===== config.mk =====
export PLATFORM = sky130hd
export DESIGN_NAME = mxm_relu_seq
export DESIGN_NICKNAME = d
export VERILOG_FILES = /design/src/rtl/mac_seq_pkg.sv /design/src/rtl/mac_acc.sv /design/src/rtl/mxm_relu_seq.sv
export SDC_FILE = /design/constraint.sdc
export NUM_CORES = 1
export LEC_CHECK = 0
export CORE_UTILIZATION = 60
export CTS_BUF_LIST = sky130_fd_sc_hd__clkbuf_8
export DETAILED_ROUTE_END_ITERATION = 12
export PLACE_DENSITY = 0.83
export SKIP_CTS_REPAIR_TIMING = 1
export SYNTH_ARGS = -nofsm -noshare
export SYNTH_HDL_FRONTEND = slang
export SYNTH_SLANG_ARGS = --single-unit
export TNS_END_PERCENT = 1

===== constraint.sdc =====
create_clock -name clk -period 3.4 [get_ports clk]
set_input_delay 0.34 -clock clk [delete_from_list [all_inputs] [get_ports clk]]
set_output_delay 0.34 -clock clk [all_outputs]
set_load 0.01 [all_outputs]

===== src/rtl/mac_seq_pkg.sv =====
// Shared types and constant helpers for the layer-sequenced MAC/ReLU datapath.
package mac_seq_pkg;

  localparam int MAX_BITS = 64;
  localparam int DIMS_MAX = 256;

  typedef enum logic [1:0] {
    IDLE  = 2'd0,
    RUN   = 2'd1,
    FLUSH = 2'd2
  } seq_state_e;

  function automatic int clog2(input int n);
    int r;
    r = 0;
    while ((32'sd1 <<< r) < n) r++;
    return r;
  endfunction

  // Field i of a packed dimension list, each field dim_w bits wide.
  function automatic int unsigned dim_field(input logic [DIMS_MAX-1:0] dims,
                                            input int dim_w, input int i);
    logic [DIMS_MAX-1:0] sh;
    sh = dims >> (dim_w * i);
    return 32'(sh & ((DIMS_MAX'(1'b1) << dim_w) - DIMS_MAX'(1'b1)));
  endfunction

  function automatic logic signed [MAX_BITS-1:0] saturate(input logic signed [MAX_BITS-1:0] v,
                                                          input int w);
    logic signed [MAX_BITS-1:0] hi;
    logic signed [MAX_BITS-1:0] lo;
    hi = (64'sd1 <<< (w - 32'sd1)) - 64'sd1;
    lo = -(64'sd1 <<< (w - 32'sd1));
    if (v > hi) return hi;
    else if (v < lo) return lo;
    else return v;
  endfunction

endpackage


===== src/rtl/mac_acc.sv =====
// Signed W x W multiply feeding a wide accumulator; sum is the combinational acc + product.
module mac_acc
  import mac_seq_pkg::*;
#(
  parameter int W     = 8,
  parameter int ACC_W = 2 * W + 8
) (
  input  logic                    clk,
  input  logic                    rst,
  input  logic                    en,
  input  logic                    clr,
  input  logic signed [W-1:0]     a,
  input  logic signed [W-1:0]     x,
  output logic signed [ACC_W-1:0] sum
);

  localparam int PW = 2 * W;

  logic signed [PW-1:0]    prod_s;
  logic signed [ACC_W-1:0] acc_r;

  assign prod_s = PW'(a) * PW'(x);
  assign sum    = acc_r + {{(ACC_W - PW){prod_s[PW-1]}}, prod_s};

  // Clear wins over accumulate so a finished dot product restarts from zero.
  always_ff @(posedge clk or posedge rst) begin
    if (rst)      acc_r <= '0;
    else if (clr) acc_r <= '0;
    else if (en)  acc_r <= sum;
  end

endmodule


===== src/rtl/mxm_relu_seq.sv =====
// Multi-layer matrix-multiply sequencer: K-beat dot products, width reduction and per-layer ReLU.
module mxm_relu_seq
  import mac_seq_pkg::*;
#(
  parameter int                              W          = 8,
  parameter int                              NUM_LAYERS = 2,
  parameter int                              DIM_W      = 8,
  parameter logic [DIM_W*(NUM_LAYERS+2)-1:0] DIMS       = {8'd10, 8'd8, 8'd6, 8'd4},
  parameter int                              ACC_W      = 2 * W + 8,
  parameter logic [NUM_LAYERS-1:0]           RELU_MASK  = {NUM_LAYERS{1'b1}},
  parameter bit                              SAT        = 1'b1
) (
  input  logic                          clk,
  input  logic                          rst,
  input  logic                          start,
  input  logic signed [W-1:0]           a,
  input  logic signed [W-1:0]           x,
  input  logic                          in_valid,
  output logic                          in_ready,
  output logic signed [W-1:0]           y,
  output logic                          out_valid,
  output logic [clog2(NUM_LAYERS):0]    layer_idx,
  output logic                          last_out,
  output logic                          busy,
  output logic                          done
);

  localparam int LW = clog2(NUM_LAYERS) + 1;
  localparam int MW = 2 * DIM_W;
  localparam logic [DIMS_MAX-1:0] DIMS_EXT = DIMS_MAX'(DIMS);

  seq_state_e state_r, state_s;
  logic [DIM_W-1:0]        k_r, k_lim_s;
  logic [MW-1:0]           m_r, m_lim_s;
  logic [LW-1:0]           layer_r, layer_idx_r;
  logic                    relu_s, final_layer_s;
  logic                    beat_s, dot_done_s, layer_done_s, launch_s;
  logic signed [ACC_W-1:0] sum_s;
  logic signed [W-1:0]     red_s, act_s, y_r;
  logic                    out_valid_r, last_out_r, done_r;

  assign launch_s     = (state_r == IDLE) && start;
  assign beat_s       = in_valid && (state_r == RUN);
  assign dot_done_s   = (k_r == k_lim_s);
  assign layer_done_s = dot_done_s && (m_r == m_lim_s);

  mac_acc #(.W(W), .ACC_W(ACC_W)) u_mac (
    .clk (clk),
    .rst (rst),
    .en  (beat_s),
    .clr (launch_s || (beat_s && dot_done_s)),
    .a   (a),
    .x   (x),
    .sum (sum_s)
  );

  // Per-layer dot length (K-1), output count (OUTS-1) and activation select.
  always_comb begin
    k_lim_s       = '0;
    m_lim_s       = '0;
    relu_s        = 1'b0;
    final_layer_s = (layer_r == LW'(NUM_LAYERS - 1));
    for (int l = 0; l < NUM_LAYERS; l++) begin
      k_lim_s = (layer_r == LW'(l)) ? DIM_W'(dim_field(DIMS_EXT, DIM_W, l + 1) - 32'd1) : k_lim_s;
      m_lim_s = (layer_r == LW'(l)) ? MW'(dim_field(DIMS_EXT, DIM_W, l) *
                                          dim_field(DIMS_EXT, DIM_W, l + 2) - 32'd1) : m_lim_s;
      relu_s  = (layer_r == LW'(l)) ? RELU_MASK[l] : relu_s;
    end
  end

  // Width-reduce the finished sum, then apply the layer's ReLU.
  always_comb begin
    if (SAT) red_s = W'(saturate(MAX_BITS'(sum_s), W));
    else     red_s = sum_s[W-1:0];
    if (relu_s && red_s[W-1]) act_s = '0;
    else                      act_s = red_s;
  end

  // Next state: the final beat of the final layer drains through FLUSH.
  always_comb begin
    state_s = state_r;
    case (state_r)
      IDLE:    state_s = start ? RUN : IDLE;
      RUN:     state_s = (beat_s && layer_done_s && final_layer_s) ? FLUSH : RUN;
      FLUSH:   state_s = IDLE;
      default: state_s = IDLE;
    endcase
  end

  // State register and beat/output/layer counters.
  always_ff @(posedge clk or posedge rst) begin
    if (rst) begin
      state_r <= IDLE;
      k_r     <= '0;
      m_r     <= '0;
      layer_r <= '0;
    end else begin
      state_r <= state_s;
      if (launch_s) begin
        k_r     <= '0;
        m_r     <= '0;
        layer_r <= '0;
      end else if (beat_s) begin
        if (!dot_done_s) begin
          k_r <= k_r + DIM_W'(1'b1);
        end else if (!layer_done_s) begin
          k_r <= '0;
          m_r <= m_r + MW'(1'b1);
        end else begin
          k_r     <= '0;
          m_r     <= '0;
          layer_r <= layer_r + LW'(1'b1);
        end
      end
    end
  end

  // Output registers; y and layer_idx hold between pulses.
  always_ff @(posedge clk or posedge rst) begin
    if (rst) begin
      y_r         <= '0;
      layer_idx_r <= '0;
      out_valid_r <= 1'b0;
      last_out_r  <= 1'b0;
      done_r      <= 1'b0;
    end else begin
      out_valid_r <= beat_s && dot_done_s;
      last_out_r  <= beat_s && layer_done_s;
      done_r      <= beat_s && layer_done_s && final_layer_s;
      if (beat_s && dot_done_s) begin
        y_r         <= act_s;
        layer_idx_r <= layer_r;
      end
    end
  end

  assign in_ready  = (state_r == RUN);
  assign busy      = (state_r == RUN);
  assign y         = y_r;
  assign out_valid = out_valid_r;
  assign layer_idx = layer_idx_r;
  assign last_out  = last_out_r;
  assign done      = done_r;

endmodule


======== Word-level counts from Yosys, hierarchy flattened ========
Cells that the tools add are included.
word-level totals
  logic and storage cells ................. 62
  output and inout bits ................... 15
  input port bits ......................... 20
  flip-flop bits (word level) ............. 65
cells by class
  multipliers ............................. 1
  $add $sub $neg .......................... 4
  order comparisons ....................... 2
  muxes and demuxes ....................... 25
  equal/unequal tests ..................... 4
  reductions and logical operators ........ 16
operator list
  cell                                                         count
  two-way mux 16 bit                                           4
  two-way mux 24 bit                                           2
  two-way mux 8 bit                                            6
  adder 24 bit                                                 1
  > comparator 24 x 8 -> 1 bit, second input constant          1
  less-than comparator 24 x 8 -> 1 bit, second input constant  1
  adder 16 x 1 -> 16 bit, second input constant                1
  equality test 16 bit                                         1
  multiplier 8 x 8 -> 16 bit                                   1
  two-way mux 2 bit                                            5
  adder 8 x 1 -> 8 bit, second input constant                  1
  equality test 8 bit                                          1
  nonzero test 2 bit                                           4
  logical AND 1 bit                                            7
  two-way mux 3 bit                                            2
  two-way mux 6 bit                                            1
  two-way mux 5 bit                                            1
  equality test 2 x 1 -> 1 bit, second input constant          2
  zero test 2 bit                                              2
  one-hot mux 2 bit (2 select lines)                           1
  two-way mux 1 bit                                            3
  AND reduction 3 bit                                          1
  adder 2 x 1 -> 2 bit, second input constant                  1
  AND reduction 2 bit                                          1
  logical OR 1 bit                                             1

======== Logic depth before layout (Yosys ltp) ========
  depth in word-level cells ............... 9
  mapped depth ............................ 30
  depth with buffers taken out ............ 29

======== Cells and area by module ========
A second synthesis with hierarchy kept.
unflattened totals
  cells, all modules ...................... 765
  area total of the unflattened synthesis .. 6906.6 um^2
by module, submodules not included
  module        cells each  sequential area each (um^2)  area each (um^2)  times used
  mac_acc       528         600.6                        4663.2            1
  mxm_relu_seq  237         1026.0                       2243.4            1

======== Least setup slack after synthesis ========
No wires, ideal clock.
  path kind ............................... input-to-reg
  start ................................... input port x[3]
  end ..................................... register y_r[0] (netlist: y[0])
  data required time ...................... 3.301 ns
  setup slack ............................. -3.051 ns
  buffers on the path ..................... 1
  arrival ................................. 6.352 ns
  library setup time ...................... 0.099 ns
  stages on the path ...................... 27
  cell sequence ........................... and2_1 fa_1 inv_1 fa_1 inv_1 fa_1 inv_1 fa_1 inv_1 ha_1 a21oi_1 nor2_1 nor2_1 nand3_1 o211ai_1 xnor2_1 ha_1 buf_2 and4_1 and2_1 a221oi_1 nand3b_1 mux2i_1 nor2_1 xor2_1 o21ai_1 a311oi_1
between the ends
  word-level cells in the longest chain between the ends .. 7
  elaborated cells between the ends (all ways) .. 8
  those cells by class .................... add/sub (1); mul (1); order compare (2); mux (3); reduce/logical (1)
ends and longest elaborated chain
  element                               line                 text
  start, declared                       mxm_relu_seq.sv:17   input logic signed [W-1:0] x,
  multiplier 8 x 8 -> 16 bit *          mac_acc.sv:22        assign prod_s = PW'(a) * PW'(x);
  adder 24 bit *                        mac_acc.sv:23        assign sum = acc_r + {{(ACC_W - PW){prod_s[PW-1]}}, prod_s};
  less-than comparator 24 x 8 -> 1 bit  mac_seq_pkg.sv:35    else if (v < lo) return lo;
  two-way mux 8 bit                     mac_seq_pkg.sv:35
  two-way mux 8 bit *                   mac_seq_pkg.sv:34    if (v > hi) return hi;
  logical AND 1 bit                     mxm_relu_seq.sv:75   if (relu_s && red_s[W-1]) act_s = '0;
  two-way mux 8 bit *                   mxm_relu_seq.sv:75
  end signal, assigned                  mxm_relu_seq.sv:131  y_r <= act_s;
  end, declared                         mxm_relu_seq.sv:39   logic signed [W-1:0] red_s, act_s, y_r;
Every way passes the cells marked *; elsewhere a longest branch is shown, timed or not.
A chain may end at the register's enable or synchronous reset.

======== Worst setup path after layout ========
  start ................................... input port a[3]
  end ..................................... register y_r[3] (netlist: y[3])
between the ends
  word-level cells in the longest chain between the ends .. 7
  elaborated cells between the ends (all ways) .. 8
  those cells by class .................... add/sub (1); mul (1); order compare (2); mux (3); reduce/logical (1)
ends and longest elaborated chain
  element                               line                text
  start, declared                       mxm_relu_seq.sv:16  input logic signed [W-1:0] a,
  multiplier 8 x 8 -> 16 bit *          mac_acc.sv:22
  adder 24 bit *                        mac_acc.sv:23
  less-than comparator 24 x 8 -> 1 bit  mac_seq_pkg.sv:35
  two-way mux 8 bit                     mac_seq_pkg.sv:35
  two-way mux 8 bit *                   mac_seq_pkg.sv:34
  logical AND 1 bit                     mxm_relu_seq.sv:75
  two-way mux 8 bit *                   mxm_relu_seq.sv:75
Marks and branches as above.

==> flow_metrics.py <==
metrics = {
    "status": {
        "run_status": "complete, but fails checks",
        "failed_checks": "setup timing",
    },
    "sta": {
        "finalWorstPathRequiredPeriod_ns": 6.42,
        "timing.fmax_ghz": 0.156,
        "slew_of_the_pin_with_the_lowest_slew_margin_ns": 1.08,
        "hold_slack_ns": 0.475,
        "timing.final.setup_violations": 27,
        "final_worst_path_setup_slack_ns": -3.02,
        "finalHoldViolCount": 0,
        "setup_repair_after_global_routing_missed_its_margin": "true",
        "skew_ns": 0.0169,
        "worst_slew_margin_rel": 0.279,
        "post-route-period-util": 1.89,
        "finalMaxSlewViolations": 0,
        "setup_total_neg_slack_ns": -57.54,
    },
    "clocking": {
        "cts_sinks": 65,
        "ctsRootBufferMaster": "sky130_fd_sc_hd__clkbuf_8",
        "cts_inserted_buffers": 9,
        "tritoncts": "yes",
        "cts-htree-levels": 3,
        "worst_setup_hold_path_clk_slew_ns": 0.09,
        "clockBufferDepth": 2,
        "clkLatencyLatePin_ns": 0.36,
    },
    "placed_design": {
        "io_buffers": 34,
        "place.gp.congestion": 0.987,
        "place_hpwl_mm": 14.5,
        "worst_setup_slack_post_dpl_ns": -3.84,
    },
    "logic_synthesis": {
        "yosysUniqueCellTypes": 69,
        "synth-seq-area-share": 0.237,
        "syn-instance-count": 776,
        "synth-edff-count": 0,
        "mappedNetlistNets": 909,
        "synth_area_per_cell_um2": 8.85,
        "yosys_register_bits": 65,
        "synth_area_leader_cell": "sky130_fd_sc_hd__dfrtp_1",
        "synth.yosys.warnings": 0,
        "post_synth_instance_area_um2": 6870,
        "async_reset_ff_frac": 1.00,
        "synth_ff_type": "sky130_fd_sc_hd__dfrtp_1",
        "yosysTopAreaCellShare": 0.237,
        "synth.area.top_cells": "sky130_fd_sc_hd__dfrtp_1 24%, sky130_fd_sc_hd__fa_1 16%, sky130_fd_sc_hd__ha_1 10%",
    },
    "die": {
        "design.portCount": 35,
        "fp.dieH_um": 109,
        "initial_standard_cell_utilization_of_the_core": 0.626,
        "design.core.area_um2": 11000,
        "fp.dieArea_um2": 11900,
        "die_width_um": 109,
        "core.rowCount": 38,
    },
    "finish": {
        "antenna-diode-count": 0,
        "finalNetCount": 1078,
        "final_cell_mix": "139 x sky130_fd_sc_hd__buf_4, 94 x sky130_fd_sc_hd__inv_1, 68 x sky130_fd_sc_hd__nand2_1, 65 x sky130_fd_sc_hd__dfrtp_1, 54 x sky130_fd_sc_hd__fa_1",
        "num-fill-cells": 557,
        "layout_commonest_cell": "sky130_fd_sc_hd__buf_4",
        "final_layout_size_suffix_gt1_frac": 0.304,
        "flow.area_growth_from_synthesis_pct": 32.1,
    },
    "global_routing": {
        "first_pass_grt_wire_length_mm": 30.2,
        "maximum_number_of_pins_on_one_net_before_global_route_repair": 43,
        "first_global_vias": 6560,
        "gr-total-overflow": 0,
        "grt_antenna_before_repair": 0,
        "groute.usage.overall": 0.325,
    },
    "run": {
        "max-cap-violations": 0,
    },
    "worst_setup_path": {
        "critPathMaxStageDelay_ns": 0.57,
        "worst-path-max-fanout": 8,
        "timing.setup.critical_path_class": "in2reg",
        "critical-path-slowest-cell": "sky130_fd_sc_hd__or4b_4",
        "worst_endpoint_data_arrival_time_ns": 6.65,
        "worst-endpoint-required_ns": 3.64,
        "path_common_cell": "sky130_fd_sc_hd__fa_1",
        "crit_family": "compound AO/OA/AOI/OAI gates",
        "buffers_inverters_on_critical_path": 4,
        "element_type_at_the_critical_path_start": "input pin",
        "worstSetupEndpointType": "flip-flop",
    },
    "route": {
        "wl_mm": 21.1,
        "detail_route.first_pass.iterations": 6,
        "drt-vias-per-instance": 6.23,
        "postRouteAntennaNets": 0,
        "num_vias": 6792,
        "detailedRoute.firstIterationViolations": 770,
        "drc": 0,
        "detailed_route_wire_length_per_cell_um": 19.4,
    },
    "hold_path": {
        "min-delay-path-class": "in2async",
    },
}
==> per-stage QoR <==
stage	utilization	std cells	cell area, um2
after floorplan	-	776	7030
after global placement	0.769	1067	8450
after detailed placement	0.769	1067	8450
after CTS	0.788	1083	8650
after global routing	0.826	1090	9080
final	0.826	1090	9080
==> synth_stat cells (all sizes together), types with 4 or more instances <==
master	instances
inv	107
nand2	72
dfrtp	65
ha	57
fa	56
nor2	53
and2	49
a21oi	41
o21ai	39
xnor2	32
xor2	22
nand3	21
nand4	13
a22o	12
o211ai	11
and3	10
buf	8
clkbuf	8
nand2b	8
o21bai	8
nor2b	7
nor3	7
nor4	7
a21o	6
mux2i	5
or3	5
a211oi	4
==> final cells by class <==
| type | count | area, um2 | area share |
|---|---|---|---|
| Multi-Input combinational cell | 588 | 5310 | 0.585 |
| Clock inverter | 6 | 65.1 | 0.00717 |
| Timing Repair Buffer | 174 | 1360 | 0.150 |
| Tap cell | 140 | 175 | 0.0193 |
| Inverter | 107 | 402 | 0.0442 |
| Clock buffer | 10 | 138 | 0.0152 |
| Sequential cell | 65 | 1630 | 0.179 |
==> final timing paths <==
kind,end,slack (ns),cells past startpoint,from
setup / recovery,y[3],-3.02,29,a[3]
setup reg to reg,y[3],-0.11,12,u_mac.acc_r[0]
hold / removal,u_mac.acc_r[3],0.47,2,rst
max in group asynchronous,m_r[7],2.16,3,rst
min in group clk,u_mac.acc_r[2],0.51,2,u_mac.acc_r[2]
hold reg to reg,u_mac.acc_r[2],0.51,2,u_mac.acc_r[2]
==> cells by family (layout without fill, tap and decap cells) <==
| group | count (synthesis) | after routing | share of synthesized area |
|---|---|---|---|
| mux | 6 | 6 | 0.00892 |
| fa+ha+maj | 113 | 113 | 0.267 |
| compound gates | 151 | 151 | 0.154 |
| flops | 65 | 65 | 0.237 |
| xor+xnor | 54 | 54 | 0.0688 |
| simple gates | 264 | 264 | 0.195 |
| buf+inv | 123 | 297 | 0.0698 |
==> worst register-to-register path, delay by kind of cell (launching register included) <==
family	cells	cell delay, ns
flip-flops	1	0.40
AND/OR/NAND/NOR	3	0.88
buffers and inverters	1	0.06
AO/OA/AOI/OAI	5	1.28
XOR/XNOR	1	0.20
adder cells (fa/ha/maj)	2	0.59
==> routing by layer <==
metal  up-vias  global-route usage  wire length [um]
met3       100              0.0544              1400
li1       2957                   -                 -
met2       360               0.552             10600
met1      3375               0.421              8330
met5         -                   0                 0
met4         0               0.104               756
==> state kept, by name, indices dropped and copies added (netlist names) <==
register     count
u_mac.acc_r     24
m_r             16
k_r              8
y                8
layer_idx        2
layer_r          2
state_r          2
done             1
last_out         1
out_valid        1
Power is not shown: default switching activity piles up to over one toggle a cycle in this logic, so the estimate is an artifact.
